**src/rtl/alu_seq_pkg.sv**
```systemverilog
// Shared opcodes, sequencer state encoding and op classification for alu_seq_arbiter.
package alu_seq_pkg;

  localparam int OP_W = 5;

  localparam logic [OP_W-1:0] OP_OR         = 5'd0;
  localparam logic [OP_W-1:0] OP_ADD        = 5'd9;
  localparam logic [OP_W-1:0] OP_MUL        = 5'd12;
  localparam logic [OP_W-1:0] OP_DIV        = 5'd13;
  localparam logic [OP_W-1:0] OP_LAST_VALID = 5'd13;

  typedef enum logic [1:0] {IDLE, ISSUE, WAIT, RESP} state_t;

  // Multiply and divide need extra settle cycles on the shared ALU.
  function automatic logic is_muldiv(input logic [OP_W-1:0] op);
    return (op == OP_MUL) || (op == OP_DIV);
  endfunction

endpackage

```
**src/rtl/alu_seq_arbiter_if.sv**
```systemverilog
// Request, ALU and response signals of alu_seq_arbiter; slave = sequencer side.
interface alu_seq_arbiter_if #(parameter int DATA_WIDTH = 32);
  logic                    req0_valid, req0_ready;
  logic [4:0]              req0_op;
  logic [DATA_WIDTH-1:0]   req0_a, req0_b;
  logic                    req1_valid, req1_ready;
  logic [4:0]              req1_op;
  logic [DATA_WIDTH-1:0]   req1_a, req1_b;
  logic [DATA_WIDTH-1:0]   alu_a, alu_b;
  logic [4:0]              alu_op;
  logic [2*DATA_WIDTH-1:0] alu_result;
  logic                    rsp_valid, rsp_ready, rsp_id, rsp_err;
  logic [2*DATA_WIDTH-1:0] rsp_result;

  modport slave (
    input  req0_valid, req0_op, req0_a, req0_b,
    input  req1_valid, req1_op, req1_a, req1_b,
    input  alu_result, rsp_ready,
    output req0_ready, req1_ready, alu_a, alu_b, alu_op,
    output rsp_valid, rsp_id, rsp_result, rsp_err
  );

  modport master (
    output req0_valid, req0_op, req0_a, req0_b,
    output req1_valid, req1_op, req1_a, req1_b,
    output alu_result, rsp_ready,
    input  req0_ready, req1_ready, alu_a, alu_b, alu_op,
    input  rsp_valid, rsp_id, rsp_result, rsp_err
  );
endinterface

```
**src/rtl/rr_arbiter2.sv**
```systemverilog
// Two-request round-robin grant; the pointer remembers the last accepted requester.
module rr_arbiter2 (
  input  logic       clk,
  input  logic       clear,
  input  logic [1:0] req,
  input  logic       accept,
  output logic       grant
);
  logic last;

  // A lone requester wins outright; on a tie (or no request) favour the one not granted last.
  always_comb begin
    grant = ~last;
    if (req == 2'b01)      grant = 1'b0;
    else if (req == 2'b10) grant = 1'b1;
  end

  always_ff @(posedge clk) begin
    if (clear)       last <= 1'b1;
    else if (accept) last <= grant;
  end
endmodule

```
**src/rtl/alu_seq_arbiter.sv**
```systemverilog
// Round-robin arbiter and sequencer in front of a shared combinational ALU.
// Optional ALU_SEQ_PERF_EN adds a saturating count of completed responses on perf_ops.
module alu_seq_arbiter
  import alu_seq_pkg::*;
#(
  parameter int DATA_WIDTH  = 32,
  parameter int MULDIV_WAIT = 4
) (
  input  logic clk,
  input  logic clear,
  alu_seq_arbiter_if.slave bus
`ifdef ALU_SEQ_PERF_EN
  ,
  output logic [31:0] perf_ops
`endif
);
  localparam logic [3:0] WAIT_INIT = 4'(MULDIV_WAIT - 1);

  state_t                  state, state_nxt;
  logic                    grant, accept, capture;
  logic [OP_W-1:0]         op_q;
  logic [DATA_WIDTH-1:0]   a_q, b_q;
  logic                    id_q;
  logic [2*DATA_WIDTH-1:0] result_q;
  logic [3:0]              wait_cnt;

  rr_arbiter2 u_arb (
    .clk    (clk),
    .clear  (clear),
    .req    ({bus.req1_valid, bus.req0_valid}),
    .accept (accept),
    .grant  (grant)
  );

  assign bus.req0_ready = !clear && (state == IDLE) && !grant;
  assign bus.req1_ready = !clear && (state == IDLE) &&  grant;
  assign accept = (bus.req0_ready && bus.req0_valid) || (bus.req1_ready && bus.req1_valid);

  always_ff @(posedge clk) begin
    if (clear) state <= IDLE;
    else       state <= state_nxt;
  end

  always_comb begin
    state_nxt = state;
    capture   = 1'b0;
    case (state)
      IDLE:  if (accept) state_nxt = ISSUE;
      ISSUE: begin
        if (is_muldiv(op_q)) state_nxt = WAIT;
        else begin
          state_nxt = RESP;
          capture   = 1'b1;
        end
      end
      WAIT: begin
        if (wait_cnt == 4'd0) begin
          state_nxt = RESP;
          capture   = 1'b1;
        end
      end
      RESP:    if (bus.rsp_ready) state_nxt = IDLE;
      default: state_nxt = IDLE;
    endcase
  end

  // Operand registers feed the ALU directly and only change on the next accept.
  always_ff @(posedge clk) begin
    if (clear) begin
      op_q     <= '0;
      a_q      <= '0;
      b_q      <= '0;
      id_q     <= 1'b0;
      result_q <= '0;
      wait_cnt <= '0;
    end else begin
      if (accept) begin
        id_q <= grant;
        op_q <= grant ? bus.req1_op : bus.req0_op;
        a_q  <= grant ? bus.req1_a  : bus.req0_a;
        b_q  <= grant ? bus.req1_b  : bus.req0_b;
      end
      if (state == ISSUE && is_muldiv(op_q))      wait_cnt <= WAIT_INIT;
      else if (state == WAIT && wait_cnt != 4'd0) wait_cnt <= wait_cnt - 4'd1;
      if (capture) result_q <= bus.alu_result;
    end
  end

  assign bus.alu_a      = a_q;
  assign bus.alu_b      = b_q;
  assign bus.alu_op     = op_q;
  assign bus.rsp_valid  = (state == RESP);
  assign bus.rsp_id     = id_q;
  assign bus.rsp_result = result_q;
  assign bus.rsp_err    = (op_q > OP_LAST_VALID);

`ifdef ALU_SEQ_PERF_EN
  logic rsp_fire;
  assign rsp_fire = (state == RESP) && bus.rsp_ready;

  always_ff @(posedge clk) begin
    if (clear)                            perf_ops <= '0;
    else if (rsp_fire && perf_ops != '1) perf_ops <= perf_ops + 32'd1;
  end
`endif
endmodule

```
**src/flat_wrapper.sv**
```systemverilog
// flat-port wrapper written by rule: the top's interface ports become plain ports
module alu_seq_arbiter_flat import alu_seq_pkg::*;
#(
  parameter int DATA_WIDTH  = 32,
  parameter int MULDIV_WAIT = 4
)
  (clk, clear, bus_req0_valid, bus_req0_op, bus_req0_a, bus_req0_b, bus_req1_valid, bus_req1_op, bus_req1_a, bus_req1_b, bus_alu_result, bus_rsp_ready, bus_req0_ready, bus_req1_ready, bus_alu_a, bus_alu_b, bus_alu_op, bus_rsp_valid, bus_rsp_id, bus_rsp_result, bus_rsp_err);
  alu_seq_arbiter_if #(.DATA_WIDTH(DATA_WIDTH)) bus_i ();
  input  logic clk;
  input  logic clear;
  input wire logic [$bits(bus_i.req0_valid)-1:0] bus_req0_valid;
  input wire logic [$bits(bus_i.req0_op)-1:0] bus_req0_op;
  input wire logic [$bits(bus_i.req0_a)-1:0] bus_req0_a;
  input wire logic [$bits(bus_i.req0_b)-1:0] bus_req0_b;
  input wire logic [$bits(bus_i.req1_valid)-1:0] bus_req1_valid;
  input wire logic [$bits(bus_i.req1_op)-1:0] bus_req1_op;
  input wire logic [$bits(bus_i.req1_a)-1:0] bus_req1_a;
  input wire logic [$bits(bus_i.req1_b)-1:0] bus_req1_b;
  input wire logic [$bits(bus_i.alu_result)-1:0] bus_alu_result;
  input wire logic [$bits(bus_i.rsp_ready)-1:0] bus_rsp_ready;
  output wire logic [$bits(bus_i.req0_ready)-1:0] bus_req0_ready;
  output wire logic [$bits(bus_i.req1_ready)-1:0] bus_req1_ready;
  output wire logic [$bits(bus_i.alu_a)-1:0] bus_alu_a;
  output wire logic [$bits(bus_i.alu_b)-1:0] bus_alu_b;
  output wire logic [$bits(bus_i.alu_op)-1:0] bus_alu_op;
  output wire logic [$bits(bus_i.rsp_valid)-1:0] bus_rsp_valid;
  output wire logic [$bits(bus_i.rsp_id)-1:0] bus_rsp_id;
  output wire logic [$bits(bus_i.rsp_result)-1:0] bus_rsp_result;
  output wire logic [$bits(bus_i.rsp_err)-1:0] bus_rsp_err;
  assign bus_i.req0_valid = bus_req0_valid;
  assign bus_i.req0_op = bus_req0_op;
  assign bus_i.req0_a = bus_req0_a;
  assign bus_i.req0_b = bus_req0_b;
  assign bus_i.req1_valid = bus_req1_valid;
  assign bus_i.req1_op = bus_req1_op;
  assign bus_i.req1_a = bus_req1_a;
  assign bus_i.req1_b = bus_req1_b;
  assign bus_i.alu_result = bus_alu_result;
  assign bus_i.rsp_ready = bus_rsp_ready;
  assign bus_req0_ready = bus_i.req0_ready;
  assign bus_req1_ready = bus_i.req1_ready;
  assign bus_alu_a = bus_i.alu_a;
  assign bus_alu_b = bus_i.alu_b;
  assign bus_alu_op = bus_i.alu_op;
  assign bus_rsp_valid = bus_i.rsp_valid;
  assign bus_rsp_id = bus_i.rsp_id;
  assign bus_rsp_result = bus_i.rsp_result;
  assign bus_rsp_err = bus_i.rsp_err;
  alu_seq_arbiter #(.DATA_WIDTH(DATA_WIDTH), .MULDIV_WAIT(MULDIV_WAIT)) u_core (.clk(clk), .clear(clear), .bus(bus_i));
endmodule
```
**config.mk**
```make
export PLATFORM = sky130hd
export DESIGN_NAME = alu_seq_arbiter_flat
export DESIGN_NICKNAME = d
export VERILOG_FILES = /design/src/rtl/alu_seq_pkg.sv /design/src/rtl/alu_seq_arbiter_if.sv /design/src/rtl/rr_arbiter2.sv /design/src/rtl/alu_seq_arbiter.sv /design/src/flat_wrapper.sv
export SDC_FILE = /design/constraint.sdc
export NUM_CORES = 1
export LEC_CHECK = 0
export BUFFER_PORTS_ARGS = -buffer_cell sky130_fd_sc_hd__buf_2
export CORE_AREA = 2 2 136 138
export CTS_CLUSTER_SIZE = 14
export DETAILED_ROUTE_END_ITERATION = 8
export DIE_AREA = 0 0 138 140
export PLACE_DENSITY_LB_ADDON = 0.12
export SYNTH_ARGS = -nofsm -noshare
export SYNTH_HDL_FRONTEND = slang
export SYNTH_SLANG_ARGS = --single-unit
```
**constraint.sdc**
```tcl
create_clock -name clk -period 2.3 [get_ports clk]
set_clock_uncertainty 0.1 [all_clocks]
set_input_delay 0.23 -clock clk [delete_from_list [all_inputs] [get_ports clk]]
set_output_delay 0.23 -clock clk [all_outputs]
set_load 0.03 [all_outputs]
```
# [Word level (Yosys, flattened, before mapping)]
# Index checks and enable logic that the tools add are counted.
[word_totals] register_bits=141 input_bits=207 out_inout_bits=138 elab_cells=54
[op_classes] addsub=1 magnitude_cmp=1 n_eq_ne=10 mux=15 bitwise=1 reduce_logical=17
[ops] operator="$mux W32" count=2
[ops] operator="$eq A5 B4 Y1 const B" count=2
[ops] operator="$mux W2" count=5
[ops] operator="$pmux W2 S4" count=1
[ops] operator="$logic_and A1 B1 Y1" count=7
[ops] operator="$eq A2 B2 Y1 const B" count=3
[ops] operator="$gt A5 B4 Y1 const B" count=1
[ops] operator="$mux W1" count=5
[ops] operator="$mux W5" count=1
[ops] operator="$eq A2 B1 Y1 const B" count=2
[ops] operator="$logic_not A4 Y1" count=1
[ops] operator="$ne A2 B1 Y1 const B" count=2
[ops] operator="$reduce_bool A4 Y1" count=1
[ops] operator="$sub A4 B1 Y4 const B" count=1
[ops] operator="$reduce_and A3 Y1" count=1
[ops] operator="$logic_not A1 Y1" count=2
[ops] operator="$logic_not A2 Y1" count=1
[ops] operator="$logic_or A1 B1 Y1" count=2
[ops] operator="$ne A2 B2 Y1 const B" count=1
[ops] operator="$pmux W1 S2" count=1
[ops] operator="$reduce_bool A2 Y1" count=1
[ops] operator="$reduce_or A2 Y1" count=1
[ops] operator="$not A1 Y1" count=1

# [Depth between registers and ports, before layout]
# Gate-level depths: netlist of the first run.
[depth] depth_word=9 depth_mapped=9 ltp_nobuf=6

# [By module]
# A second synthesis of the first run with hierarchy kept.
[unflattened] cells_unflattened=648 area_unflattened_um2=6399.9
[by_module_without_submodules] module="alu_seq_arbiter" n_inst=1 cells_per_inst=641 area_per_inst_um2=6339.8 seq_area_each_um2=2802.7
[by_module_without_submodules] module="rr_arbiter2" n_inst=1 cells_per_inst=7 area_per_inst_um2=60.1 seq_area_each_um2=20.0

# [Least setup slack after synthesis of the first run]
# OpenSTA, ideal clock, no wires.
[synth_timing] kind="register to register" startpoint="register u_core.state[0]" endpoint="register u_core.op_q[1] (netlist: u_core.bus.alu_op[1])" setup_ns=0.128 arrival_ns=1.464 required_ns=2.072 slack_ns=0.608 path_stages_with_launch=10 path_buffers=3 synth_period_minus_slack_ns=1.692 path_cell_list="dfxtp_1 inv_1 ha_1 nand2b_4 o21bai_2 buf_6 buf_6 buf_6 nand3_1 o21ai_1"
[synth_between] elab_chain_len=5 elab_cells_between_ends=7 classes_between="reduce/logical: 7"
[synth_rtl] element="start: declaration" line="alu_seq_arbiter.sv:19" source="state_t state, state_nxt;"
[synth_rtl] element="start signal: assignment" line="alu_seq_arbiter.sv:41" source="else state <= state_nxt;"
[synth_rtl] element="$logic_not A2 Y1 (*)" line="alu_seq_arbiter.sv:35, alu_seq_arbiter.sv:36"
[synth_rtl] element="$logic_and A1 B1 Y1 (*)" line="alu_seq_arbiter.sv:35, alu_seq_arbiter.sv:36"
[synth_rtl] element="$logic_and A1 B1 Y1 (on tied branches)" line="alu_seq_arbiter.sv:35, alu_seq_arbiter.sv:36"
[synth_rtl] element="$logic_and A1 B1 Y1" line="alu_seq_arbiter.sv:37" source="assign accept = (bus.req0_ready && bus.req0_valid) || (bus.req1_ready && bus.req1_valid);"
[synth_rtl] element="$logic_or A1 B1 Y1 (*)" line="alu_seq_arbiter.sv:37"
[synth_rtl] element="end signal: assignment" line="alu_seq_arbiter.sv:79" source="op_q <= grant ? bus.req1_op : bus.req0_op;"
[synth_rtl] element="end: declaration" line="alu_seq_arbiter.sv:21" source="logic [OP_W-1:0] op_q;"
# Every way passes the cells marked *; elsewhere a longest branch is shown, timed or not.
# A chain may end at the register's enable or synchronous reset.

# [Worst setup path after layout of the first run]
[layout_timing] startpoint="register u_core.u_arb.last" endpoint="register u_core.a_q[31] (netlist: u_core.bus.alu_a[31])"
[layout_between] elab_chain_len=7 elab_cells_between_ends=10 classes_between="mux: 3; bitwise: 1; reduce/logical: 6"
[layout_rtl] element="start: declaration" line="rr_arbiter2.sv:9" source="logic last;"
[layout_rtl] element="start signal: assignment" line="rr_arbiter2.sv:20" source="else if (accept) last <= grant;"
[layout_rtl] element="$not A1 Y1 (*)" line="rr_arbiter2.sv:13" source="grant = ~last;"
[layout_rtl] element="$mux W1 (*)" line="rr_arbiter2.sv:15" source="else if (req == 2'b10) grant = 1'b1;"
[layout_rtl] element="$mux W1 (*)" line="rr_arbiter2.sv:14" source="if (req == 2'b01) grant = 1'b0;"
[layout_rtl] element="$logic_not A1 Y1" line="alu_seq_arbiter.sv:35" source="assign bus.req0_ready = !clear && (state == IDLE) && !grant;"
[layout_rtl] element="$logic_and A1 B1 Y1" line="alu_seq_arbiter.sv:35"
[layout_rtl] element="$logic_and A1 B1 Y1" line="alu_seq_arbiter.sv:37"
[layout_rtl] element="$logic_or A1 B1 Y1" line="alu_seq_arbiter.sv:37"
[layout_rtl] element="end signal: assignment" line="alu_seq_arbiter.sv:80" source="a_q <= grant ? bus.req1_a : bus.req0_a;"
[layout_rtl] element="end: declaration" line="alu_seq_arbiter.sv:22" source="logic [DATA_WIDTH-1:0] a_q, b_q;"
# Marked as above.

==> results of run 1 <==
==> power groups by stage <==
stage	combinational, mW	clock (mW)	sequential [mW]
2_1_floorplan	1.75	0	4.92
3_3_place_gp	4.42	0	3.57
3_5_place_dp	4.44	0	3.57
4_1_cts	4.77	2.72	3.54
5_1_grt	5.09	2.85	3.63
6_report	4.76	2.66	3.54
==> kinds of logic after synthesis <==
logic type / count (synthesis) / synth area share, %
AOI/OAI and AO/OA: 86 / 7.686
and+or+nand+nor: 222 / 15.78
xor gates and xnor gates: 3 / 0.4328
adders and majority gates: 7 / 1.422
DFF: 141 / 46.49
muxes: 133 / 21.92
buffers and inverters: 60 / 6.264
==> stage by stage <==
stage / util, % / std cells / worst slack, ps
after floorplan: - / 652 / 607.9
after global placement: 44.98 / 1188 / 395.4
after detailed placement: 44.98 / 1188 / 342.9
after CTS: 57.54 / 1386 / 251.7
after global routing: 57.77 / 1390 / 150.0
final: 57.77 / 1390 / 233.7
==> cell usage after synthesis, drive strengths merged <==
master,number,area [µm²]
a21boi,1,7.510
a21oi,5,25.02
a22o,1,8.760
a22oi,1,7.510
a31o,1,8.760
a31oi,2,12.51
and2,2,15.02
and3,1,6.260
buf,29,264.0
clkbuf,24,90.09
dfxtp,141,2823
ha,6,75.07
inv,7,26.27
maj3,1,11.26
mux2i,133,1331
nand2,135,506.7
nand2b,2,20.02
nand3,73,365.4
nor2,3,11.26
nor3,5,25.02
o211ai,1,7.510
o21a,1,7.510
o21ai,70,350.3
o21bai,2,18.77
o31ai,1,12.51
or3b,1,8.760
xnor2,1,8.760
xor2,2,17.52
==> critical path: stages (launching register included) <==
cell	delay, ps
dfxtp_1	390
maj3_4	260
buf_12	270
mux2i_1	240
dlygate4sd3_1	580
o21ai_1	50
==> worst max path at each step <==
stage	from	to	cells past startpoint
final	u_core.u_arb.last	u_core.bus.alu_a[31]	5
after global routing	u_core.u_arb.last	u_core.bus.alu_op[3]	5
after CTS	u_core.u_arb.last	u_core.bus.alu_b[24]	5
after detailed placement	u_core.state[1]	u_core.bus.alu_a[8]	7
after global placement	u_core.state[1]	u_core.bus.alu_a[3]	7
after floorplan	u_core.state[0]	u_core.bus.alu_op[1]	9
==> metal layers <==
metal / global-route usage, % / vias to the layer above / share of wire [%]
met3: 6.701 / 17 / 7.2
met4: 6.713 / 0 / 1.4
met1: 21.58 / 2818 / 41
met5: 0 / - / 0
li1: - / 3233 / -
met2: 35.98 / 216 / 50
==> area by class of cell <==
| class | count | share of cell area, % |
|---|---|---|
| clock inverters | 9 | 0.8162 |
| clock buffers | 23 | 4.751 |
| multi-input cells | 451 | 28.14 |
| inverters | 7 | 0.3045 |
| repair buffers | 530 | 35.72 |
| well taps | 229 | 2.790 |
| flip-flops and latches | 141 | 27.48 |
==> state kept, by name, summed over array words and instances, names as in the netlist <==
| signal | count |
|---|---|
| u_core.bus.rsp_result | 64 |
| u_core.bus.alu_a | 32 |
| u_core.bus.alu_b | 32 |
| u_core.bus.alu_op | 5 |
| u_core.wait_cnt | 4 |
| u_core.state | 2 |
| u_core.bus.rsp_id | 1 |
| u_core.u_arb.last | 1 |
==> timing repair <==
action,CTS,global route
endpoints found under the hold margin,118,4
hold buffers,166,4
resized for setup,0,0
==> metrics.md, run 1 <==
| Metric | Value |
|---|---|
| Critical path arrival | `2240 ps` |
| Final ANT Viol Nets | `0` |
| Fillers | `1,595` |
| Initial antenna violation count | `0` |
| Slew Limit Fails | `0` |
| Relative slew slack | `43.34%` |
| Routability Congestion | `0.7707` |
| Fin crit share | `89.84%` |
| Syn Nets | `865` |
| Layout Nets | `1,361` |
| CTS Buf Count | `17` |
| Overflow after GRT | `0` |
| Hold depth | `3` |
| Crit path kind | `reg -> reg` |
| Initial core utilization | `34.15%` |
| Worst skew pair latency | `400 ps` |
| Flops & latches, synth | `141` |
| Hold Path End | `u_core.bus.alu_a[9]` |
| Post-route setup TNS | `0 ps` |
| Detailed Place HPWL | `13,150 µm` |
| Critical Path Fanout Max | `41` |
| Pwr Density | `1067 nW/µm²` |
| Placed inst area | `7998 µm²` |
| RR Startpoint | `u_core.u_arb.last` |
| Initial DRC Count | `184` |
| Clock Sinks | `141` |
| CTS tree | `built` |
| Syn Inst Count | `652` |
| Register area share after synthesis | `46.49%` |
| Unique masters post-synth | `35` |
| CTS root buf | `clkbuf_16` |
| Final Instance Area | `10,270 µm²` |
| Part of the power in registers | `32.3%` |
| Hold Crit Class | `in -> reg` |
| H-tree depth | `4` |
| Hold Fails Final Rpt | `0` |
| Crit. End Element | `flip-flop` |
| Via density | `4.521` |
| Combinational share of power | `43.4%` |
| Most frequent cells in the layout | `344 x buf_2, 170 x dlygate4sd3_1, 141 x dfxtp_1` |
| Worst hold slack | `13.60 ps` |
| Synth warn | `0` |
| P_leak | `4.980 nW` |
| Power share of the clock group | `24.2%` |
| Tot Pwr | `10.96 mW` |
| Vias in the first global route | `6,294` |
| WL per Instance | `14.07 µm` |
| Setup violators final | `0` |
| R2R Setup Slk | `230 ps` |
| Worst reg2reg endpoint | `u_core.bus.alu_a[31]` |
| Global-route usage over all layers | `19.79%` |
| Worst slew pin tran | `847.7 ps` |
| Sw power | `4.366 mW` |
| Die Area | `19,320 µm²` |
| Synth Area per Inst | `9.313 µm²` |
| Status | `complete, no violations` |
| Reg2Reg Depth | `5` |
| Synthesis-to-layout area growth | `69.15%` |
| Internal Pwr Total | `6.597 mW` |
| Mapped Area | `6072 µm²` |
| Row count | `49` |
| Detailed Routing Iterations Pass 1 | `4` |
| Total wire length | `19,560 µm` |
| Register area | `2823 µm²` |
| DR DRC count | `0` |
| Worst EP required | `2470 ps` |
| Area of the multi-input gates | `2890 µm²` |
| Min-Delay Startpoint | `bus_req1_a[9]` |
| Max Root-Sink Buffers | `2` |
| # Post-CTS Setup Buffers | `0` |
| Antenna cells | `0` |
| Maximum clock rate | `484.0 MHz` |
| Minimum clock period | `2066 ps` |
| Clk slew on worst S/H paths | `60 ps` |
| Max cap viols | `0` |
| Worst setup SP type | `flip-flop` |
| Commonest non-fill, non-tap cell in the layout | `buf_2` |
| Ports | `345` |
| Largest net degree at the start of global routing | `59` |
| Die extent in y | `140 µm` |
| RSZ-0062 raised after global routing | `false` |
| # port buffers | `344` |
| Switching share of power | `39.83%` |
| Core area | `17,780 µm²` |
| First-pass GRT wire length | `31,240 µm` |
| VDD IR max | `0.5726 mV` |
| Share of layout cells above drive strength 1 | `34.37%` |
| Vias | `6,284` |
| Die Wd | `138 µm` |
Note: power is estimated with default switching activity, not from simulation.
==> inputs of run 2 (changes only) <==
Settings changed: ABC_AREA set to 1, CORE_AREA 2 2 136 138 to 2 2 158 98, DIE_AREA 0 0 138 140 to 0 0 160 100, TNS_END_PERCENT set to 1.
==> run 2 against run 1 <==
  * Via count is 16% higher
  * First-iteration DRC count increased by 130%
  * Non-clock buffer count fell by 115
  * Total power grew 29%
  * Synthesized cell count up 51%
  * Clock-buffer cell count shrank 4
  * Die area down 17%
  * Global-route usage is 4.8 points higher
  * Routed wire length rose by 3.9%
  * Clock power about the same
  * Critical path depth unchanged
==> metrics.md, run 2 <==
| Metric | Value |
|---|---|
| Sw power | `6.771 mW (was 4.366 mW)` |
| Critical Path Fanout Max | `5 (was 41)` |
| Combinational share of power | `53.3% (was 43.4%)` |
| Cells after DPL | `1,475 (was 1,188)` |
| P_leak | `5.409 nW (was 4.980 nW)` |
| Routability Congestion | `0.8297 (was 0.7707)` |
| Die Area | `16,000 µm² (was 19,320 µm²)` |
| Syn Inst Count | `983 (was 652)` |
| Unique masters post-synth | `23 (was 35)` |
| RSZ-0062 raised after global routing | `false (unchanged)` |
| Initial antenna violation count | `0 (unchanged)` |
| Pwr Density | `1474 nW/µm² (was 1067 nW/µm²)` |
| Largest area contributor in the netlist | `dfxtp_1 (unchanged)` |
| DP Worst Slack | `456.1 ps (was 342.9 ps)` |
| Initial DRC Count | `426 (was 184)` |
| Flops & latches, synth | `141 (unchanged)` |
| Share of layout cells above drive strength 1 | `29.38% (was 34.37%)` |
| Final setup margin | `341.9 ps (was 233.7 ps)` |
| # port buffers | `344 (unchanged)` |
| Mapped Area | `6610 µm² (was 6072 µm²)` |
| Final ANT Viol Nets | `0 (unchanged)` |
| Ys async rst share | `0% (unchanged)` |
| Crit. End Element | `output port (was flip-flop)` |
| First-pass GRT wire length | `32,340 µm (was 31,240 µm)` |
| Post-synth top area share | `42.70% (was 46.49%)` |
| Synth Area per Inst | `6.724 µm² (was 9.313 µm²)` |
| Die extent in y | `100 µm (was 140 µm)` |
| Maximum clock rate | `510.7 MHz (was 484.0 MHz)` |
| Ys flop type | `dfxtp_1 (unchanged)` |
| Row count | `35 (was 49)` |
| Count leader, synth | `nand2_1 (was dfxtp_1)` |
| Clock Sinks | `141 (unchanged)` |
| Worst setup SP type | `flip-flop (unchanged)` |
| # Post-CTS Setup Buffers | `0 (unchanged)` |
| Most frequent cells in the layout | `344 x buf_2, 195 x nand2_1, 154 x nand3_1 (was 344 x buf_2, 170 x dlygate4sd3_1, 141 x dfxtp_1)` |
| Commonest non-fill, non-tap cell in the layout | `buf_2 (unchanged)` |
| Antenna cells | `0 (unchanged)` |
| Global-route usage over all layers | `24.61% (was 19.79%)` |
| CTS root buf | `clkbuf_16 (unchanged)` |
| Register area share after synthesis | `42.70% (was 46.49%)` |
| Setup violators final | `0 (unchanged)` |
| Max cap viols | `0 (unchanged)` |
| Part of the power in registers | `27.7% (was 32.3%)` |
| Switching share of power | `47.99% (was 39.83%)` |
| Via density | `4.654 (was 4.521)` |
| Initial core utilization | `44.66% (was 34.15%)` |
| Ports | `345 (unchanged)` |
| Internal Pwr Total | `7.337 mW (was 6.597 mW)` |
| Clk slew on worst S/H paths | `50 ps (was 60 ps)` |
| Layout Nets | `1,559 (was 1,361)` |
| Minimum clock period | `1958 ps (was 2066 ps)` |
| Fin crit share | `85.14% (was 89.84%)` |
| Synth warn | `0 (unchanged)` |
| Tot Pwr | `14.11 mW (was 10.96 mW)` |
| Power share of the clock group | `19.0% (was 24.2%)` |
| Hold Fails Final Rpt | `0 (unchanged)` |
| Hold Crit Class | `in -> reg (unchanged)` |
| Non-filler cells, final | `1,561 (was 1,390)` |
| EDFF count, synth | `0 (unchanged)` |
| Worst slew pin tran | `801.4 ps (was 847.7 ps)` |
| Post-route setup TNS | `0 ps (unchanged)` |
| Relative slew slack | `46.57% (was 43.34%)` |
| Worst EP required | `1970 ps (was 2470 ps)` |
| Overflow after GRT | `0 (unchanged)` |
| Max reg flops | `64 (unchanged)` |
| Largest net degree at the start of global routing | `72 (was 59)` |
| Vias in the first global route | `6,568 (was 6,294)` |
| DR DRC count | `0 (unchanged)` |
| Largest cells by area after synthesis | `dfxtp_1 43%, nand3_1 12%, nand2_1 11% (was dfxtp_1 46%, mux2i_1 22%, nand2_1 8.3%)` |
| VDD IR max | `0.8986 mV (was 0.5726 mV)` |
| Slew Limit Fails | `0 (unchanged)` |
| Worst hold slack | `13.47 ps (was 13.60 ps)` |
| Detailed Place HPWL | `13,880 µm (was 13,150 µm)` |
| Total wire length | `20,320 µm (was 19,560 µm)` |
| Max Root-Sink Buffers | `2 (unchanged)` |
| Post-synth top cells | `195 x nand2_1, 154 x nand3_1, 145 x inv_1, 141 x dfxtp_1, 125 x a21oi_1 (was 141 x dfxtp_1, 135 x nand2_1, 133 x mux2i_1, 73 x nand3_1, 70 x o21ai_1)` |
| Die Wd | `160 µm (was 138 µm)` |
| Fillers | `1,425 (was 1,595)` |
| Detailed Routing Iterations Pass 1 | `4 (unchanged)` |
| Worst skew pair latency | `400 ps (about the same)` |
| H-tree depth | `4 (unchanged)` |
| CTS tree | `built (unchanged)` |
| Critical path arrival | `1630 ps (was 2240 ps)` |
| Status | `complete, no violations (unchanged)` |
| WL per Instance | `13.02 µm (was 14.07 µm)` |
| Syn Nets | `1,196 (was 865)` |
| Vias | `7,265 (was 6,284)` |
| Synthesis-to-layout area growth | `44.82% (was 69.15%)` |
| Core area | `14,800 µm² (was 17,780 µm²)` |
| Crit path kind | `reg -> out (was reg -> reg)` |
| CTS Buf Count | `17 (unchanged)` |
-- run 2: cell count changes after synthesis, sizes merged, moves of 14 or more --
cell / previous run / this run
a21oi: 5 / 125
buf: 29 / 43
inv: 7 / 148
mux2i: 133 / 0
nand2: 135 / 198
nand3: 73 / 154
nor2: 3 / 76
-- run 2: per-stage QoR --
stage                     instance area [µm²]  util (%)
after floorplan                          6610         -
after CTS                                9573     64.67
after global placement                   8453     57.11
after detailed placement                 8453     57.11
after global routing                     9573     64.67
final                                    9573     64.67
-- run 2: path summary, 6_finish.rpt --
check / start / to / slack [ps] / depth (start not counted)
setup reg to reg: u_core.state[0] / u_core.bus.alu_a[8] / 440 / 9
hold / removal: bus_req1_a[16] / u_core.bus.alu_a[16] / 10 / 5
setup / recovery: u_core.state[0] / bus_req1_ready / 340 / 5
hold reg to reg: u_core.bus.alu_b[4] / u_core.bus.alu_b[4] / 360 / 2
-- run 2: layer usage --
layer | part of all wire (%) | track usage [%] | wire (µm) | vias to the layer above
met1 | 45 | 30.97 | 9121 | 3159
li1 | - | - | - | 3843
met5 | 0 | 0 | 0 | -
met3 | 6.8 | 6.653 | 1384 | 32
met2 | 46 | 41.66 | 9419 | 231
met4 | 2.0 | 7.762 | 397 | 0
-- run 2: worst max-delay path, stage by stage, from the launching register on --
cell and delay, ps:
dfxtp_1 340, inv_1 170, ha_4 170, nand2_2 110, a21oi_1 200, buf_2 240
-- run 2: cell families (layout without fill, tap and decap cells) --
group,after synthesis,count (layout),synth area share (%)
compound gates,186,186,14.25
fa+ha+maj,6,6,1.136
xor+xnor,1,1,0.1325
buf+inv,220,595,14.12
simple gates,429,429,27.65
flops,141,141,42.70
-- run 2: cell type report --
type	count	area, µm²	area share, %
multi-input combinational	622	2883	30.11
sequential	141	2823	29.49
timing repair buffer	415	2480	25.91
inverter	149	564.3	5.895
clock buffer	19	432.9	4.522
tap	203	254.0	2.653
clock inverter	12	136.4	1.425
-- run 2: timing repair --
action	in CTS	in global routing
gates resized for setup	0	0
endpoints found under the hold margin	55	0
hold buffers	55	0
-- run 2: power by group through the flow --
stage	sequential, mW	clock [mW]	combinational, mW
final	3.90	2.68	7.52
after detailed placement	3.92	0	7.43
after floorplan	5.74	0	3.56
after global routing	4.03	2.85	8.24
after CTS	3.89	2.74	7.50
after global placement	3.91	0	7.41
